`config.mk`:
```
export PLATFORM = sky130hd
export DESIGN_NAME = wb_stage_flat
export DESIGN_NICKNAME = d
export VERILOG_FILES = /design/src/rtl/wb_stage_pkg.sv /design/src/rtl/wb_stage_if.sv /design/src/rtl/wb_stage_load_align.sv /design/src/rtl/wb_stage.sv /design/src/flat_wrapper.sv
export SDC_FILE = /design/constraint.sdc
export NUM_CORES = 1
export LEC_CHECK = 0
export CORE_UTILIZATION = 36
export DETAILED_ROUTE_END_ITERATION = 12
export PLACE_DENSITY = 0.77
export REMOVE_ABC_BUFFERS = 1
export SETUP_SLACK_MARGIN = 0.02
export SKIP_LAST_GASP = 1
export SLEW_MARGIN = 20
export SYNTH_ARGS = -nofsm -noshare
export SYNTH_HDL_FRONTEND = slang
export SYNTH_SLANG_ARGS = --single-unit
```
`constraint.sdc`:
```
create_clock -name clk -period 1.7 [get_ports clk]
set_clock_uncertainty 0.1 [all_clocks]
set_input_delay 0.17 -clock clk [delete_from_list [all_inputs] [get_ports clk]]
set_output_delay 0.17 -clock clk [all_outputs]
set_load 0.005 [all_outputs]
```
`src/rtl/wb_stage_pkg.sv`:
```
// wb_stage shared definitions: load-type codes and FSM states.
// Optional trace port set is enabled with WB_TRACE_EN.
package wb_stage_pkg;

   localparam int PC_WIDTH = 32;
   localparam int BYTE_W   = 8;
   localparam int HALF_W   = 16;

   typedef enum logic [2:0] {
      LT_LB  = 3'b000,
      LT_LH  = 3'b001,
      LT_LW  = 3'b010,
      LT_LBU = 3'b100,
      LT_LHU = 3'b101
   } load_type_e;

   typedef enum logic [1:0] {
      IDLE      = 2'd0,
      WAIT_DATA = 2'd1,
      WRITE     = 2'd2
   } state_e;

endpackage

```
`src/rtl/wb_stage_if.sv`:
```
// Memory-stage -> write-back handshake bundle.
// master = memory stage side, slave = wb_stage.
interface wb_stage_if
   import wb_stage_pkg::*;
#(
   parameter int DATA_WIDTH = 32,
   parameter int ADDR_WIDTH = 5
);
   logic                  in_valid;
   logic                  in_ready;
   logic [PC_WIDTH-1:0]   in_pc;
   logic [ADDR_WIDTH-1:0] in_rd;
   logic                  in_rd_wen;
   logic                  in_is_load;
   logic [2:0]            in_load_type;
   logic [1:0]            in_addr_lo;
   logic [DATA_WIDTH-1:0] in_result;
   logic                  mem_rdata_valid;
   logic                  mem_rdata_ready;
   logic [DATA_WIDTH-1:0] mem_rdata;

   modport master (
      output in_valid, in_pc, in_rd, in_rd_wen,
      output in_is_load, in_load_type, in_addr_lo,
      output in_result, mem_rdata_valid, mem_rdata,
      input  in_ready, mem_rdata_ready
   );

   modport slave (
      input  in_valid, in_pc, in_rd, in_rd_wen,
      input  in_is_load, in_load_type, in_addr_lo,
      input  in_result, mem_rdata_valid, mem_rdata,
      output in_ready, mem_rdata_ready
   );
endinterface

```
`src/rtl/wb_stage_load_align.sv`:
```
// Lane select and sign/zero extension of a raw memory word.
// Unknown load codes fall back to a full-word load.
module wb_stage_load_align
   import wb_stage_pkg::*;
#(
   parameter int DATA_WIDTH = 32
) (
   input  logic [DATA_WIDTH-1:0] rdata,
   input  logic [2:0]            load_type,
   input  logic [1:0]            addr_lo,
   output logic [DATA_WIDTH-1:0] data
);

   logic [BYTE_W-1:0] byte_lane;
   logic [HALF_W-1:0] half_lane;

   // pick the addressed lane, then extend per load kind
   always_comb begin
      byte_lane = rdata[0 +: BYTE_W];
      case (addr_lo)
         2'd1:    byte_lane = rdata[BYTE_W +: BYTE_W];
         2'd2:    byte_lane = rdata[2*BYTE_W +: BYTE_W];
         2'd3:    byte_lane = rdata[3*BYTE_W +: BYTE_W];
         default: byte_lane = rdata[0 +: BYTE_W];
      endcase
      half_lane = addr_lo[1] ? rdata[HALF_W +: HALF_W]
                             : rdata[0 +: HALF_W];
      case (load_type)
         LT_LB:
            data = {{(DATA_WIDTH-BYTE_W){byte_lane[BYTE_W-1]}},
                    byte_lane};
         LT_LBU:
            data = {{(DATA_WIDTH-BYTE_W){1'b0}}, byte_lane};
         LT_LH:
            data = {{(DATA_WIDTH-HALF_W){half_lane[HALF_W-1]}},
                    half_lane};
         LT_LHU:
            data = {{(DATA_WIDTH-HALF_W){1'b0}}, half_lane};
         default:
            data = rdata;
      endcase
   end

endmodule

```
`src/rtl/wb_stage.sv`:
```
// Write-back stage: one register-file write per retiring instruction.
// Define WB_TRACE_EN to add the trace_* retirement outputs.
module wb_stage
   import wb_stage_pkg::*;
#(
   parameter int DATA_WIDTH = 32,
   parameter int ADDR_WIDTH = 5
) (
   input  logic                  clk,
   input  logic                  rst,
   wb_stage_if.slave             up,
   output logic                  rf_wen,
   output logic [ADDR_WIDTH-1:0] rf_waddr,
   output logic [DATA_WIDTH-1:0] rf_wdata,
   output logic                  busy,
   output logic [ADDR_WIDTH-1:0] busy_rd
`ifdef WB_TRACE_EN
   ,
   output logic                  trace_valid,
   output logic [PC_WIDTH-1:0]   trace_pc,
   output logic [ADDR_WIDTH-1:0] trace_rd,
   output logic [DATA_WIDTH-1:0] trace_data
`endif
);

   state_e                state_q, state_d;
   logic [ADDR_WIDTH-1:0] rd_q, rd_d;
   logic                  rd_wen_q, rd_wen_d;
   logic [2:0]            load_type_q, load_type_d;
   logic [1:0]            addr_lo_q, addr_lo_d;
   logic                  rf_wen_q, rf_wen_d;
   logic [ADDR_WIDTH-1:0] rf_waddr_q, rf_waddr_d;
   logic [DATA_WIDTH-1:0] rf_wdata_q, rf_wdata_d;

   logic                  accept;
   logic                  wr_go;
   logic [ADDR_WIDTH-1:0] wr_rd;
   logic                  wr_wen;
   logic [DATA_WIDTH-1:0] wr_data;
   logic [DATA_WIDTH-1:0] load_word;

`ifdef WB_TRACE_EN
   logic [PC_WIDTH-1:0]   pc_q, pc_d;
   logic [PC_WIDTH-1:0]   wr_pc;
   logic                  trace_valid_q, trace_valid_d;
   logic [PC_WIDTH-1:0]   trace_pc_q, trace_pc_d;
   logic [ADDR_WIDTH-1:0] trace_rd_q, trace_rd_d;
   logic [DATA_WIDTH-1:0] trace_data_q, trace_data_d;
`endif

   wb_stage_load_align #(
      .DATA_WIDTH (DATA_WIDTH)
   ) u_align (
      .rdata     (up.mem_rdata),
      .load_type (load_type_q),
      .addr_lo   (addr_lo_q),
      .data      (load_word)
   );

   // IDLE and WRITE both take a new instruction
   assign up.in_ready        = !rst && (state_q != WAIT_DATA);
   assign up.mem_rdata_ready = !rst && (state_q == WAIT_DATA);
   assign accept             = up.in_valid && up.in_ready;

   // next state; wr_go marks the cycle before a WRITE cycle
   always_comb begin
      state_d     = state_q;
      rd_d        = rd_q;
      rd_wen_d    = rd_wen_q;
      load_type_d = load_type_q;
      addr_lo_d   = addr_lo_q;
      wr_go       = 1'b0;
      wr_rd       = rd_q;
      wr_wen      = rd_wen_q;
      wr_data     = load_word;
`ifdef WB_TRACE_EN
      pc_d        = pc_q;
      wr_pc       = pc_q;
`endif
      case (state_q)
         WAIT_DATA: begin
            if (up.mem_rdata_valid) begin
               wr_go = 1'b1;
            end
         end
         default: begin
            state_d = IDLE;
            if (accept) begin
               rd_d        = up.in_rd;
               rd_wen_d    = up.in_rd_wen;
               load_type_d = up.in_load_type;
               addr_lo_d   = up.in_addr_lo;
`ifdef WB_TRACE_EN
               pc_d        = up.in_pc;
`endif
               if (up.in_is_load) begin
                  state_d = WAIT_DATA;
               end else begin
                  wr_go   = 1'b1;
                  wr_rd   = up.in_rd;
                  wr_wen  = up.in_rd_wen;
                  wr_data = up.in_result;
`ifdef WB_TRACE_EN
                  wr_pc   = up.in_pc;
`endif
               end
            end
         end
      endcase
      if (wr_go) begin
         state_d = WRITE;
      end
   end

   // write port values; address/data hold outside WRITE
   always_comb begin
      rf_wen_d   = wr_go && wr_wen && (wr_rd != '0);
      rf_waddr_d = wr_go ? wr_rd : rf_waddr_q;
      rf_wdata_d = wr_go ? wr_data : rf_wdata_q;
`ifdef WB_TRACE_EN
      trace_valid_d = wr_go;
      trace_pc_d    = wr_go ? wr_pc : trace_pc_q;
      trace_rd_d    = wr_go ? wr_rd : trace_rd_q;
      trace_data_d  = wr_go ? wr_data : trace_data_q;
`endif
   end

   // pending-write view for decode hazard checks
   always_comb begin
      busy    = 1'b0;
      busy_rd = '0;
      if (!rst && state_q == WAIT_DATA) begin
         busy = 1'b1;
         if (rd_wen_q) begin
            busy_rd = rd_q;
         end
      end else if (state_q == WRITE && accept) begin
         busy = 1'b1;
         if (up.in_rd_wen) begin
            busy_rd = up.in_rd;
         end
      end
   end

   // state and field registers; reset drops any in-flight work
   always_ff @(posedge clk) begin
      if (rst) begin
         state_q     <= IDLE;
         rd_q        <= '0;
         rd_wen_q    <= 1'b0;
         load_type_q <= '0;
         addr_lo_q   <= '0;
         rf_wen_q    <= 1'b0;
         rf_waddr_q  <= '0;
         rf_wdata_q  <= '0;
      end else begin
         state_q     <= state_d;
         rd_q        <= rd_d;
         rd_wen_q    <= rd_wen_d;
         load_type_q <= load_type_d;
         addr_lo_q   <= addr_lo_d;
         rf_wen_q    <= rf_wen_d;
         rf_waddr_q  <= rf_waddr_d;
         rf_wdata_q  <= rf_wdata_d;
      end
   end

   // a write pending when reset arrives is suppressed
   assign rf_wen   = rf_wen_q && !rst;
   assign rf_waddr = rf_waddr_q;
   assign rf_wdata = rf_wdata_q;

`ifdef WB_TRACE_EN
   // retirement trace registers
   always_ff @(posedge clk) begin
      if (rst) begin
         pc_q          <= '0;
         trace_valid_q <= 1'b0;
         trace_pc_q    <= '0;
         trace_rd_q    <= '0;
         trace_data_q  <= '0;
      end else begin
         pc_q          <= pc_d;
         trace_valid_q <= trace_valid_d;
         trace_pc_q    <= trace_pc_d;
         trace_rd_q    <= trace_rd_d;
         trace_data_q  <= trace_data_d;
      end
   end

   assign trace_valid = trace_valid_q;
   assign trace_pc    = trace_pc_q;
   assign trace_rd    = trace_rd_q;
   assign trace_data  = trace_data_q;
`endif

endmodule

```
`src/flat_wrapper.sv`:
```
// flat-port wrapper written by rule: the top's interface ports become plain ports
module wb_stage_flat import wb_stage_pkg::*;
#(
   parameter int DATA_WIDTH = 32,
   parameter int ADDR_WIDTH = 5
)
  (clk, rst, rf_wen, rf_waddr, rf_wdata, busy, busy_rd, up_in_valid, up_in_pc, up_in_rd, up_in_rd_wen, up_in_is_load, up_in_load_type, up_in_addr_lo, up_in_result, up_mem_rdata_valid, up_mem_rdata, up_in_ready, up_mem_rdata_ready);
  wb_stage_if #(.DATA_WIDTH(DATA_WIDTH), .ADDR_WIDTH(ADDR_WIDTH)) up_i ();
  input  logic clk;
  input  logic rst;
  output logic rf_wen;
  output logic [ADDR_WIDTH-1:0] rf_waddr;
  output logic [DATA_WIDTH-1:0] rf_wdata;
  output logic busy;
  output logic [ADDR_WIDTH-1:0] busy_rd;
  input wire logic [$bits(up_i.in_valid)-1:0] up_in_valid;
  input wire logic [$bits(up_i.in_pc)-1:0] up_in_pc;
  input wire logic [$bits(up_i.in_rd)-1:0] up_in_rd;
  input wire logic [$bits(up_i.in_rd_wen)-1:0] up_in_rd_wen;
  input wire logic [$bits(up_i.in_is_load)-1:0] up_in_is_load;
  input wire logic [$bits(up_i.in_load_type)-1:0] up_in_load_type;
  input wire logic [$bits(up_i.in_addr_lo)-1:0] up_in_addr_lo;
  input wire logic [$bits(up_i.in_result)-1:0] up_in_result;
  input wire logic [$bits(up_i.mem_rdata_valid)-1:0] up_mem_rdata_valid;
  input wire logic [$bits(up_i.mem_rdata)-1:0] up_mem_rdata;
  output wire logic [$bits(up_i.in_ready)-1:0] up_in_ready;
  output wire logic [$bits(up_i.mem_rdata_ready)-1:0] up_mem_rdata_ready;
  assign up_i.in_valid = up_in_valid;
  assign up_i.in_pc = up_in_pc;
  assign up_i.in_rd = up_in_rd;
  assign up_i.in_rd_wen = up_in_rd_wen;
  assign up_i.in_is_load = up_in_is_load;
  assign up_i.in_load_type = up_in_load_type;
  assign up_i.in_addr_lo = up_in_addr_lo;
  assign up_i.in_result = up_in_result;
  assign up_i.mem_rdata_valid = up_mem_rdata_valid;
  assign up_i.mem_rdata = up_mem_rdata;
  assign up_in_ready = up_i.in_ready;
  assign up_mem_rdata_ready = up_i.mem_rdata_ready;
  wb_stage #(.DATA_WIDTH(DATA_WIDTH), .ADDR_WIDTH(ADDR_WIDTH)) u_core (.clk(clk), .rst(rst), .up(up_i), .rf_wen(rf_wen), .rf_waddr(rf_waddr), .rf_wdata(rf_wdata), .busy(busy), .busy_rd(busy_rd));
endmodule
```
==> flow_metrics.env <==
export IMPL_status="finished with violations"
export IMPL_failed_checks="setup timing"
export IMPL_start_util=0.374
export IMPL_routed_via_density=5.58
export IMPL_final_setup_tns_ns=-0.307
export IMPL_critPathCaptureType="flop"
export IMPL_ios=158
export IMPL_synth_top_family_by_area="compound AO/OA/AOI/OAI gates"
export IMPL_drtAntennaViolNets=0
export IMPL_cts_tree="yes"
export IMPL_slew_violations=0
export IMPL_critPathMaxStageDelay_ns=0.53
export IMPL_drt_pass1_iter_count=5
export IMPL_placed_cells=599
export IMPL_worst_slew_pin_slew_ns=0.475
export IMPL_vias=3453
export IMPL_core_um2=8220
export IMPL_cts_buffers=5
export IMPL_dieWidth_um=94.3
export IMPL_seq_power_share=0.397
export IMPL_max_freq_ghz=0.566
export IMPL_peakVddDrop_mv=0.373
export IMPL_syn_to_final_growth_pct=64.4
export IMPL_synthCells=359
export IMPL_synthMuxAreaShare=0.0534
export IMPL_final_common_cell="clkdlybuf4s50_1"
export IMPL_htree_levels=2
export IMPL_yosys_warnings=0
export IMPL_antenna_cells=0
export IMPL_final_cell_mix="115 x clkdlybuf4s50_1, 46 x dfxtp_1, 45 x buf_4"
export IMPL_drive_gt1_frac=0.233
export IMPL_powerDensity_nw_per_um2=677
export IMPL_place_detailed_hpwl_um=7890
export IMPL_setup_worst_path_class="reg -> reg"
export IMPL_swShare=0.299
export IMPL_pwr_share_clk=0.262
export IMPL_drc=0
export IMPL_comb_power_share=0.341
export IMPL_synth_fa_ha_area_frac=0
export IMPL_synth_top_flop_cell="dfxtp_1"
export IMPL_die_height_um=94.3
export IMPL_yosys_area_share_simple=0.236
export IMPL_fin_crit_ns=1.77
export IMPL_synth_seq_area_share=0.333
export IMPL_synth_compound_area_frac=0.308
export IMPL_max_slew_margin=0.683
export IMPL_drt_initial_drc_count=234
export IMPL_grt_pass1_wl_um=16800
export IMPL_cp_slowest_cell="mux4_2"
export IMPL_syn_avg_cell_area_um2=8.55
export IMPL_post_drt_wl_per_cell_um=17.5
export IMPL_final_nets=625
export IMPL_die_area_um2=8900
export IMPL_max_cap_viol_count=0
export IMPL_grt_max_degree=21
export IMPL_finalHoldViolations=0
export IMPL_grt_pass1_vias=3255
export IMPL_crit_path_max_fanout=8
export IMPL_worstPathArrival_ns=1.87
export IMPL_grt_total_usage=0.245
export IMPL_synth_cell_types=54
export IMPL_power_net_switching_w=0.00102
export IMPL_clockBufferDepth=2
export IMPL_place_ws_ns=-0.421
export IMPL_final_cells=619
export IMPL_drt_wl_total_um=10800
export IMPL_insertion_delay_ns=0.31
export IMPL_root_buffer="clkbuf_8"
export IMPL_cp_buffers_inverters=1
export IMPL_required_ns=1.81
export IMPL_rows=33
export IMPL_grt_overflow_total=0
export IMPL_netlist_area_um2=3070
export IMPL_path_cells="buf_6 > mux4_2 > nand2_4 > o2111ai_1 > a22o_1"
export IMPL_ys_seq_elements=51
export IMPL_numClockSinks=51
export IMPL_fin_crit_sh=1.04
export IMPL_cellInternalPower_w=0.00239
export IMPL_cts_reportedPaths_clkPinSlew_ns=0.10
export IMPL_place_gp_congestion=0.945
export IMPL_synth_async_reset_ratio=0
export IMPL_antenna_found_initial=0
export IMPL_fin_ws_ns=-0.0682
export IMPL_cp_start_kind="flop"
export IMPL_setup_viol_count_final=10
export IMPL_synth_edff_count=0
export IMPL_synth_xor_area_frac=0
export IMPL_hold_class="in -> reg"
export IMPL_cp_top_family="multiplexers"
export IMPL_port_buffers=125
export IMPL_hold_buffers=0
export IMPL_grt_setup_unrepaired="yes"
export IMPL_leakage_nw=1.88
per-layer routing:
layer | up-vias | GRT usage | wire, um
met4 | 0 | 0.0628 | 229
met2 | 142 | 0.429 | 5320
met1 | 1616 | 0.310 | 4680
met5 | - | 0 | 0
met3 | 25 | 0.0427 | 612
li1 | 1670 | - | -
path summary, 6_finish.rpt:
| check | from | endpoint | slack [ns] | depth (start not counted) |
|---|---|---|---|---|
| worst min register to register | u_core.rf_waddr[0] | u_core.rf_waddr[0] | 0.35 | 2 |
| worst max-delay path | u_core.addr_lo_q[1] | u_core.rf_wdata[8] | -0.07 | 5 |
| worst max register to register | u_core.addr_lo_q[1] | u_core.rf_wdata[8] | -0.07 | 5 |
| worst min-delay path | up_in_addr_lo[1] | u_core.addr_lo_q[1] | 0.29 | 3 |
through the flow:
stage               utilization  hold slack, ns  cell area, um2  total power, W
detailed placement        0.567           0.343            4660         0.00241
global route              0.614           0.296            5050         0.00358
CTS                       0.601           0.278            4940         0.00337
floorplan                     -           0.173            2890         0.00181
finish                    0.614           0.286            5050         0.00341
global placement          0.567           0.337            4660         0.00239
worst min-delay path, delay by kind of cell:
family | cells | cell delay [ns]
buffers and inverters | 1 | 0.39
AND/OR/NAND/NOR | 1 | 0.05
AO/OA/AOI/OAI | 1 | 0.05
timing repair:
action | 4_1_cts | 5_1_grt
pin swaps | 3 | 21
endpoints found under the setup margin | 40 | 39
resized for setup | 50 | 16
setup buffers | 3 | 7
gates cloned | 2 | 0
registers in the layout, summed over array words and instances (netlist names):
register            cells
u_core.rf_wdata        32
u_core.rd_q             5
u_core.rf_waddr         5
u_core.load_type_q      3
u_core.addr_lo_q        2
u_core.state_q          2
u_core.rd_wen_q         1
u_core.rf_wen_q         1
power groups by stage:
| stage | registers, W | logic, W | clock network [W] |
|---|---|---|---|
| floorplan | 0.00139 | 0.000425 | 0 |
| global route | 0.00137 | 0.00125 | 0.000969 |
| CTS | 0.00136 | 0.00111 | 0.000907 |
| global placement | 0.00138 | 0.00102 | 0 |
| detailed placement | 0.00138 | 0.00104 | 0 |
| finish | 0.00136 | 0.00116 | 0.000895 |
cell type report:
class                           count  area, um2
Sequential cell                    51       1030
Multi-Input combinational cell    264       2010
Timing Repair Buffer              181       1720
Tap cell                          105        131
Inverter                           10       37.5
Fill cell                         705       3170
Clock buffer                        5       68.8
Clock inverter                      3       47.5
cell families after synthesis:
group	Yosys count
AO/OA/AOI/OAI	118
AND/OR/NAND/NOR	131
multiplexers	14
flip-flops	51
buffers and inverters	45
cells in the mapped netlist (all sizes together), types with 3 or more instances:
| master | count | area share |
|---|---|---|
| buf | 21 | 0.040 |
| a22oi | 7 | 0.017 |
| o221ai | 6 | 0.017 |
| a32oi | 6 | 0.017 |
| mux2 | 6 | 0.022 |
| clkbuf | 14 | 0.018 |
| nand2 | 44 | 0.054 |
| nand2b | 36 | 0.073 |
| inv | 10 | 0.012 |
| nor4 | 8 | 0.016 |
| o211ai | 18 | 0.060 |
| a21oi | 12 | 0.020 |
| and3b | 3 | 0.0086 |
| nor2b | 7 | 0.014 |
| o21ai | 24 | 0.039 |
| a22o | 13 | 0.037 |
| nor3 | 10 | 0.018 |
| o2111ai | 6 | 0.017 |
| dfxtp | 51 | 0.33 |
| mux2i | 7 | 0.023 |
| a32o | 16 | 0.053 |
| nor2 | 4 | 0.0049 |
Note: power is estimated with default switching activity, not from simulation.
